File: config.mk
export PLATFORM = sky130hd
export DESIGN_NAME = i2c_scl_gen_flat
export DESIGN_NICKNAME = d
export VERILOG_FILES = /design/src/rtl/i2c_scl_if.sv /design/src/rtl/i2c_scl_gen.sv /design/src/flat_wrapper.sv
export SDC_FILE = /design/constraint.sdc
export NUM_CORES = 1
export LEC_CHECK = 0
export ABC_AREA = 1
export BUFFER_PORTS_ARGS = -buffer_cell sky130_fd_sc_hd__buf_4
export CAP_MARGIN = 20
export CELL_PAD_IN_SITES_DETAIL_PLACEMENT = 1
export CELL_PAD_IN_SITES_GLOBAL_PLACEMENT = 1
export CORE_UTILIZATION = 41
export CTS_CLUSTER_DIAMETER = 100
export DETAILED_ROUTE_END_ITERATION = 7
export GPL_ROUTABILITY_DRIVEN = 0
export PLACE_DENSITY_LB_ADDON = 0.08
export SKIP_LAST_GASP = 1
export SLEW_MARGIN = 20
export SYNTH_ARGS = -nofsm -noshare
export SYNTH_HDL_FRONTEND = slang
export SYNTH_SLANG_ARGS = --single-unit
File: constraint.sdc
create_clock -name clk -period 2.1 [get_ports clk]
set_input_delay 0.105 -clock clk [delete_from_list [all_inputs] [get_ports clk]]
set_output_delay 0.105 -clock clk [all_outputs]
set_load 0.1 [all_outputs]
File: src/rtl/i2c_scl_if.sv
// I2C SCL generator bus: run/config inputs, pad sense and
// timing strobes shared between the bit controller and generator.
interface i2c_scl_if #(
  parameter int CNT_W = 16,
  parameter int TO_W  = 20
);
  logic             en_clk;
  logic [CNT_W-1:0] div_val;
  logic [TO_W-1:0]  to_val;
  logic             scl_in;
  logic             scl_o;
  logic             scl_negedge;
  logic             scl_low_mid;
  logic             scl_posedge;
  logic             scl_high_mid;
  logic             busy;
  logic             stretching;
  logic             stretch_to;

  modport master (
    output en_clk,
    output div_val,
    output to_val,
    output scl_in,
    input  scl_o,
    input  scl_negedge,
    input  scl_low_mid,
    input  scl_posedge,
    input  scl_high_mid,
    input  busy,
    input  stretching,
    input  stretch_to
  );

  modport slave (
    input  en_clk,
    input  div_val,
    input  to_val,
    input  scl_in,
    output scl_o,
    output scl_negedge,
    output scl_low_mid,
    output scl_posedge,
    output scl_high_mid,
    output busy,
    output stretching,
    output stretch_to
  );
endinterface

File: src/rtl/i2c_scl_gen.sv
// Four-phase I2C SCL generator with programmable quarter period,
// edge/mid strobes, clock-stretch hold and stretch timeout.
module i2c_scl_gen #(
  parameter int CNT_W = 16,
  parameter int TO_W  = 20
) (
  input  logic     clk,
  input  logic     rst,
  i2c_scl_if.slave bus
);

  typedef enum logic [2:0] {
    IDLE,
    P0,
    P1,
    P2,
    P3
  } state_e;

  state_e           state_q, state_d;
  logic [CNT_W-1:0] cnt_q, cnt_d;
  logic [CNT_W-1:0] div_q, div_d;
  logic [TO_W-1:0]  st_cnt_q, st_cnt_d;
  logic             to_q, to_d;

  logic             cnt0;
  logic             cnt_end;
  logic             stall;
  logic             timeout;
  logic [CNT_W-1:0] div_eff;

  assign cnt0    = (cnt_q == '0);
  assign cnt_end = (cnt_q == div_q);
  assign div_eff = (bus.div_val == '0) ? CNT_W'(1)
                                       : bus.div_val;

  // P2 cycle 0 is held until the pad actually goes high
  assign stall   = (state_q == P2) && cnt0 && !bus.scl_in;
  assign timeout = stall && (bus.to_val != '0)
                   && (st_cnt_q == bus.to_val);

  always_ff @(posedge clk) begin
    if (rst) begin
      state_q  <= IDLE;
      cnt_q    <= '0;
      div_q    <= CNT_W'(1);
      st_cnt_q <= '0;
      to_q     <= 1'b0;
    end else begin
      state_q  <= state_d;
      cnt_q    <= cnt_d;
      div_q    <= div_d;
      st_cnt_q <= st_cnt_d;
      to_q     <= to_d;
    end
  end

  always_comb begin
    state_d  = state_q;
    cnt_d    = cnt_q;
    div_d    = div_q;
    st_cnt_d = st_cnt_q;
    to_d     = to_q;
    if (!bus.en_clk) to_d = 1'b0;
    unique case (state_q)
      IDLE: begin
        if (bus.en_clk && !to_q) begin
          state_d = P0;
          cnt_d   = '0;
          div_d   = div_eff;
        end
      end
      P0: begin
        if (cnt_end) begin
          state_d = P1;
          cnt_d   = '0;
        end else begin
          cnt_d = cnt_q + CNT_W'(1);
        end
      end
      P1: begin
        if (cnt_end) begin
          state_d  = P2;
          cnt_d    = '0;
          st_cnt_d = '0;
        end else begin
          cnt_d = cnt_q + CNT_W'(1);
        end
      end
      P2: begin
        if (timeout) begin
          state_d = IDLE;
          cnt_d   = '0;
          to_d    = 1'b1;
        end else if (stall) begin
          st_cnt_d = st_cnt_q + TO_W'(1);
        end else if (cnt_end) begin
          state_d = P3;
          cnt_d   = '0;
        end else begin
          cnt_d = cnt_q + CNT_W'(1);
        end
      end
      P3: begin
        if (cnt_end) begin
          cnt_d = '0;
          if (bus.en_clk) begin
            state_d = P0;
            div_d   = div_eff;
          end else begin
            state_d = IDLE;
          end
        end else begin
          cnt_d = cnt_q + CNT_W'(1);
        end
      end
      default: begin
        state_d = IDLE;
        cnt_d   = '0;
      end
    endcase
  end

  always_comb begin
    bus.scl_o        = 1'b1;
    bus.scl_negedge  = 1'b0;
    bus.scl_low_mid  = 1'b0;
    bus.scl_posedge  = 1'b0;
    bus.scl_high_mid = 1'b0;
    bus.busy         = (state_q != IDLE);
    bus.stretching   = stall;
    bus.stretch_to   = to_q;
    unique case (state_q)
      P0: begin
        bus.scl_o       = 1'b0;
        bus.scl_negedge = cnt0;
      end
      P1: begin
        bus.scl_o       = 1'b0;
        bus.scl_low_mid = cnt0;
      end
      P2: bus.scl_posedge  = cnt0 && bus.scl_in;
      P3: bus.scl_high_mid = cnt0;
      default: ;
    endcase
  end

endmodule

File: src/flat_wrapper.sv
// flat-port wrapper written by rule: the top's interface ports become plain ports
module i2c_scl_gen_flat 
#(
  parameter int CNT_W = 16,
  parameter int TO_W  = 20
)
  (clk, rst, bus_en_clk, bus_div_val, bus_to_val, bus_scl_in, bus_scl_o, bus_scl_negedge, bus_scl_low_mid, bus_scl_posedge, bus_scl_high_mid, bus_busy, bus_stretching, bus_stretch_to);
  i2c_scl_if #(.CNT_W(CNT_W), .TO_W(TO_W)) bus_i ();
  input  logic clk;
  input  logic rst;
  input wire logic [$bits(bus_i.en_clk)-1:0] bus_en_clk;
  input wire logic [$bits(bus_i.div_val)-1:0] bus_div_val;
  input wire logic [$bits(bus_i.to_val)-1:0] bus_to_val;
  input wire logic [$bits(bus_i.scl_in)-1:0] bus_scl_in;
  output wire logic [$bits(bus_i.scl_o)-1:0] bus_scl_o;
  output wire logic [$bits(bus_i.scl_negedge)-1:0] bus_scl_negedge;
  output wire logic [$bits(bus_i.scl_low_mid)-1:0] bus_scl_low_mid;
  output wire logic [$bits(bus_i.scl_posedge)-1:0] bus_scl_posedge;
  output wire logic [$bits(bus_i.scl_high_mid)-1:0] bus_scl_high_mid;
  output wire logic [$bits(bus_i.busy)-1:0] bus_busy;
  output wire logic [$bits(bus_i.stretching)-1:0] bus_stretching;
  output wire logic [$bits(bus_i.stretch_to)-1:0] bus_stretch_to;
  assign bus_i.en_clk = bus_en_clk;
  assign bus_i.div_val = bus_div_val;
  assign bus_i.to_val = bus_to_val;
  assign bus_i.scl_in = bus_scl_in;
  assign bus_scl_o = bus_i.scl_o;
  assign bus_scl_negedge = bus_i.scl_negedge;
  assign bus_scl_low_mid = bus_i.scl_low_mid;
  assign bus_scl_posedge = bus_i.scl_posedge;
  assign bus_scl_high_mid = bus_i.scl_high_mid;
  assign bus_busy = bus_i.busy;
  assign bus_stretching = bus_i.stretching;
  assign bus_stretch_to = bus_i.stretch_to;
  i2c_scl_gen #(.CNT_W(CNT_W), .TO_W(TO_W)) u_core (.clk(clk), .rst(rst), .bus(bus_i));
endmodule
==> impl_metrics.py, run 1 <==
metrics = {
    "run_status": {
        "status": "completed",
    },
    "place": {
        "placed_cell_area_um2": 4470,
        "place_inst": 782,
        "post-place-ws_ns": 0.0804,
        "port-buffer-count": 47,
        "dp_hpwl_mm": 10.8,
    },
    "sta": {
        "setup_tns_ns": 0,
        "fin_crit_sh": 0.949,
        "worstMarginPinSlew_ns": 0.577,
        "rsz0062_at_grt": "yes",
        "final-setup-viol-count": 0,
        "max_freq_mhz": 502,
        "worst_slack_ns": 0.108,
        "fin_crit_ns": 1.99,
        "skew_ns": 0.00740,
        "drv_slew": 0,
        "maxSlewHeadroom": 0.613,
        "hold_viol": 0,
    },
    "worst_setup_path": {
        "worst-path-buf-inv": 0,
        "cp.arrival_ns": 2.22,
        "crit_path_start_kind": "register",
        "crit_path_end_kind": "register",
        "crit_chain": "nor2_2 > nand3_1 > nor2_2 > nand3_2 > nor2_4 > nand3_2 > nand2_1 > nand2_1 > nand2_2 > nand2_2 > nand2_2 > nor2_1",
        "cpMostUsedCell": "nand2_2",
        "timing_worst_setup_path_type": "register to register",
        "critPathMaxStageDelay_ns": 0.39,
        "worst_ep_required_time_ns": 2.33,
        "crit_slowest_cell": "dfxtp_1",
        "cpLargestDelayFamily": "simple AND/OR/NAND/NOR gates",
        "path_max_fanout": 7,
    },
    "power_and_ir_drop": {
        "cellLeakagePower_nw": 1.91,
        "power_mw": 3.77,
        "irDropWorstVdd_uv": 1190,
        "cellPowerDensity_nw_per_um2": 812,
    },
    "route": {
        "route.antenna.remaining_nets": 0,
        "finalWirelength_mm": 13.2,
        "wl_per_cell_um": 16.7,
        "num_vias": 4314,
        "drc": 0,
        "viasPerCell": 5.45,
        "drt-pass1-iter-count": 4,
        "drtIter0Drc": 230,
    },
    "floorplanning": {
        "die_w_um": 98.6,
        "coreArea_um2": 8890,
        "core.rowCount": 34,
        "io_pins": 48,
        "initial_core_util": 0.431,
        "die-area_um2": 9730,
        "die_y_um": 98.6,
    },
    "synthesis": {
        "syn_inst": 618,
        "ys.flop_type": "dfxtp_1",
        "synth_top_cell_by_area": "dfxtp_1",
        "yosys_register_bits": 56,
        "yosysUniqueCellTypes": 38,
        "yosys_warnings": 0,
        "syn_nets": 661,
        "yosysMostFrequentCell": "nand2_1",
        "synthTopCellsByArea": "dfxtp_1 29%, nand2_1 16%, nor2_1 11%, inv_1 5.7%, nand3_1 5.1%",
        "avgSynthCellArea_um2": 6.20,
        "ys_seq_area_frac": 0.293,
        "synth-edff-count": 0,
        "synth_area_um2": 3830,
        "synth.top_cell.area_share": 0.293,
        "yosys-top-cells-count": "160 x nand2_1, 117 x nor2_1, 58 x inv_1",
        "async_flop_share": 0,
    },
    "final_layout": {
        "area_growth_pct": 21.4,
        "stdcell_count": 791,
        "antenna_cells": 0,
        "drive_above_1_share": 0.205,
        "final_nets": 725,
        "design_area_um2": 4650,
        "multiInputGateArea_um2": 2500,
        "regArea_um2": 1130,
        "nFillCells": 1254,
    },
    "clock_network": {
        "numCtsBuffers": 5,
        "clk_latency_ns": 0.33,
        "clk_path_buf_depth": 2,
        "holdBufCountCts": 0,
        "cts.clk_slew.worst_paths_ns": 0.12,
        "htreeDepth": 2,
        "cts-root-buf": "clkbuf_8",
        "cts_sinks": 56,
        "cts_tree": "done",
    },
    "run": {
        "maxCapViolations": 0,
    },
    "global_route": {
        "grtUsageMet1": 0.424,
        "antenna_found_initial": 0,
        "first_global_vias": 4228,
        "grt_usage": 0.281,
        "grt_first_pass_wirelength_mm": 21.6,
        "grt-ovfl-total": 0,
        "top_usage_layer": "met2",
        "grtUsageMet2": 0.425,
        "use_met3": 0.0326,
        "grt_max_degree": 23,
    },
    "hold_path": {
        "hp-class": "primary input to register",
    },
}
==> final cells by class <==
type,instances,share of cell area
clock buffer,5,0.0148
clock inverter,3,0.00619
inverter,63,0.0514
multi-input combinational,485,0.539
sequential,56,0.242
tap,108,0.0291
timing repair buffer,71,0.117
==> path summary, 6_finish.rpt <==
kind	start	to	slack [ns]	depth (start not counted)
hold / removal	bus_div_val[3]	u_core.div_q[3]	0.02	3
setup reg to reg	u_core.cnt_q[6]	u_core.cnt_q[2]	0.11	12
setup / recovery	u_core.cnt_q[6]	u_core.cnt_q[2]	0.11	12
hold reg to reg	u_core.div_q[4]	u_core.div_q[4]	0.50	2
==> power breakdown <==
part	switching [mW]	internal, mW
registers	0.134	1.19
logic	1.24	0.530
clock network	0.432	0.254
total	1.80	1.97
==> placed cells by master, fill, tap and decap left out, drive strengths merged <==
master | netlist | layout
xnor2 | 22 | 22
o2111ai | 1 | 1
or2 | 2 | 2
a41oi | 1 | 1
o21bai | 1 | 1
o21ai | 26 | 26
nand2 | 171 | 171
nand3 | 42 | 42
nor4 | 7 | 7
ha | 3 | 3
o211ai | 2 | 2
nand3b | 2 | 2
dfxtp | 56 | 56
clkbuf | 5 | 5
a21oi | 36 | 36
nor3 | 14 | 14
inv | 63 | 66
xor2 | 10 | 10
nor3b | 2 | 2
nor2 | 122 | 122
buf | 9 | 71
o21a | 1 | 1
nand4 | 19 | 19
a211oi | 1 | 1
==> flip-flops by register name (all words and copies together) (netlist names) <==
| register | count |
|---|---|
| u_core.bus.stretch_to | 1 |
| u_core.cnt_q | 16 |
| u_core.div_q | 16 |
| u_core.st_cnt_q | 20 |
| u_core.state_q | 3 |
==> worst reg2reg max path, stage by stage, from the launching register on <==
cell     delay, ns
dfxtp_1       0.39
nor2_2        0.16
nand3_1       0.10
nor2_2        0.18
nand3_2       0.13
nor2_4        0.19
nand3_2       0.11
nand2_1       0.10
nand2_1       0.06
nand2_2       0.15
nand2_2       0.11
nand2_2       0.15
nor2_1        0.07
==> cell families (layout without fill, tap and decap cells) <==
group	Yosys count	after routing	synth area share
buffers and inverters	77	142	0.0889
adders and majority gates	3	3	0.00980
AOI/OAI and AO/OA	69	69	0.0984
xor gates and xnor gates	32	32	0.0752
and+or+nand+nor	381	381	0.435
DFF	56	56	0.293
==> through the flow <==
stage	utilization	hold slack [ns]
after global routing	0.523	0.0269
after floorplan	-	0.245
after CTS	0.513	0.0232
after detailed placement	0.502	0.372
final	0.523	0.0176
after global placement	0.502	0.359
==> layer usage <==
metal | vias up | routed length (um)
li1 | 2116 | -
met1 | 2072 | 6720
met2 | 114 | 5700
met3 | 12 | 643
met4 | 0 | 171
met5 | - | 0
==> repair_timing <==
item,CTS,global route
gates resized for setup,0,21
setup buffers,0,1
endpoints found under the setup margin,0,32
Note: power is estimated with default switching activity, not from simulation.
==> run 2: changes to the inputs <==
- BUFFER_PORTS_ARGS: -buffer_cell sky130_fd_sc_hd__buf_4 -> not set
- CORE_UTILIZATION: 41 -> 45
- DONT_BUFFER_PORTS: not set -> 1
==> impl_metrics.py, run 2 (synthesis results as in run 1) <==
metrics = {
    "run": {
        "maxCapViolations": 0,
    },
    "floorplanning": {
        "coreArea_um2": 8220,
        "die_y_um": 94.2,
        "die_w_um": 94.2,
        "io_pins": 48,
        "core.rowCount": 33,
        "die-area_um2": 8880,
        "initial_core_util": 0.466,
    },
    "hold_path": {
        "hp-class": "primary input to register",
        "min_from": "bus_div_val[6]",
        "min_to": "u_core.div_q[0]",
        "worst_hold_path.num_cells": 3,
    },
    "clock_network": {
        "cts-root-buf": "clkbuf_8",
        "htreeDepth": 2,
        "cts_sinks": 56,
        "clk_path_buf_depth": 2,
        "numCtsBuffers": 5,
        "cts_tree": "done",
        "clk_latency_ns": 0.34,
        "cts.clk_slew.worst_paths_ns": 0.12,
    },
    "worst_setup_path": {
        "crit_path_start_kind": "register",
        "worst-r2r-cell-count": 11,
        "crit_path_end_kind": "register",
        "path_max_fanout": 22,
        "worst_ep_required_time_ns": 2.33,
        "rr_endpoint": "u_core.div_q[11]",
        "r2r_slack_ns": 0.03,
        "cp.arrival_ns": 2.31,
        "r2r-start": "u_core.cnt_q[6]",
        "timing_worst_setup_path_type": "register to register",
    },
    "global_route": {
        "grt_max_degree": 23,
        "grt_usage": 0.338,
        "first_global_vias": 4493,
        "grt_first_pass_wirelength_mm": 22.9,
        "grt-ovfl-total": 0,
        "antenna_found_initial": 0,
    },
    "sta": {
        "worst_slack_ns": 0.0266,
        "fin_crit_sh": 0.987,
        "final-setup-viol-count": 0,
        "fin_crit_ns": 2.07,
        "maxSlewHeadroom": 0.457,
        "skew_ns": 0.0153,
        "worstMarginPinSlew_ns": 0.812,
        "hold_slack_ns": 0.101,
        "rsz0062_at_grt": "yes",
        "drv_slew": 0,
        "max_freq_mhz": 482,
        "hold_viol": 0,
    },
    "final_layout": {
        "multiInputGateArea_um2": 2520,
        "area_growth_pct": 22.0,
        "largest_register_ffs": 20,
        "antenna_cells": 0,
        "drive_above_1_share": 0.173,
        "layout_common_cells": "157 x nand2_1, 109 x nor2_1, 54 x inv_1",
        "mostFrequentLayoutCell": "nand2_1",
        "largestRegisters": "u_core.st_cnt_q: 20 flops, u_core.cnt_q: 16 flops, u_core.div_q: 16 flops",
        "nFillCells": 1112,
        "regArea_um2": 1130,
        "final_nets": 714,
        "top_register": "u_core.st_cnt_q",
    },
    "power_and_ir_drop": {
        "cellLeakagePower_nw": 1.87,
        "irDropWorstVdd_uv": 1020,
        "cellPowerDensity_nw_per_um2": 871,
    },
    "route": {
        "wl_per_cell_um": 18.7,
        "viasPerCell": 5.69,
        "drtIter0Drc": 299,
        "num_vias": 4419,
        "drt-pass1-iter-count": 4,
        "route.antenna.remaining_nets": 0,
        "finalWirelength_mm": 14.5,
        "drc": 0,
    },
    "place": {
        "port-buffer-count": 0,
        "post-place-ws_ns": -0.0495,
        "dp_hpwl_mm": 10.2,
    },
    "run_status": {
        "status": "completed",
    },
}
-- run 2: cell count changes in the layout (fill, tap and decap cells not counted), sizes merged --
cell	change
buf	-29
inv	-2
bufinv	+2
dlygate4sd3	+18
-- run 2: what timing repair did --
item,CTS,global route
resized for setup,4,27
setup endpoints to repair,14,39
pin swaps,1,3
endpoints found under the hold margin,27,2
hold buffers,16,2
setup buffers,3,2
-- run 2: per-layer routing --
| metal | routed length (um) | track usage | up-vias |
|---|---|---|---|
| li1 | - | - | 2096 |
| met3 | 975 | 0.0591 | 20 |
| met5 | 0 | 0 | - |
| met2 | 6610 | 0.533 | 152 |
| met4 | 189 | 0.0795 | 0 |
| met1 | 6740 | 0.473 | 2151 |
-- run 2: worst max-delay path by stage --
| stage | end | from |
|---|---|---|
| 2_1_floorplan | u_core.cnt_q[2] | u_core.cnt_q[0] |
| 3_3_place_gp | u_core.div_q[12] | u_core.cnt_q[5] |
| 3_5_place_dp | u_core.cnt_q[5] | u_core.st_cnt_q[3] |
| 4_1_cts | u_core.cnt_q[1] | u_core.st_cnt_q[6] |
| 5_1_grt | u_core.div_q[11] | u_core.cnt_q[6] |
| 6_report | u_core.div_q[11] | u_core.cnt_q[6] |
-- run 2: critical path: stages, from the launching register on --
cell	delay, ns
dfxtp_1	0.34
buf_4	0.15
inv_2	0.12
nor2_1	0.06
nor3_1	0.21
nand3_1	0.16
nor2_4	0.19
nor2_2	0.08
inv_1	0.10
nand2_4	0.15
o21ai_0	0.33
nor2_1	0.07
-- run 2: where the power goes --
part / leakage (nW) / switching (mW) / internal, mW / total, mW
logic: 1.34 / 1.29 / 0.562 / 1.85
registers: 0.459 / 0.117 / 1.19 / 1.31
clock network: 0.0687 / 0.427 / 0.481 / 0.908
total: 1.87 / 1.84 / 2.23 / 4.07
-- run 2: final cells by class --
cell class,count,area share
multi-input cells,485,0.540
flip-flops and latches,56,0.242
repair buffers,60,0.109
inverters,63,0.0512
well taps,105,0.0281
clock buffers,5,0.0147
clock inverters,3,0.0147
-- run 2: stage by stage --
stage          power, mW  TNS [ns]   util  instance area, um^2  instances
2_1_floorplan       2.62     -2.66      -                 3900        618
3_3_place_gp        2.92         0  0.513                 4220        746
3_5_place_dp        2.97    -0.279  0.513                 4220        746
4_1_cts             3.92         0  0.554                 4560        773
5_1_grt             4.27    -0.136  0.568                 4670        777
6_report            4.07         0  0.568                 4670        777
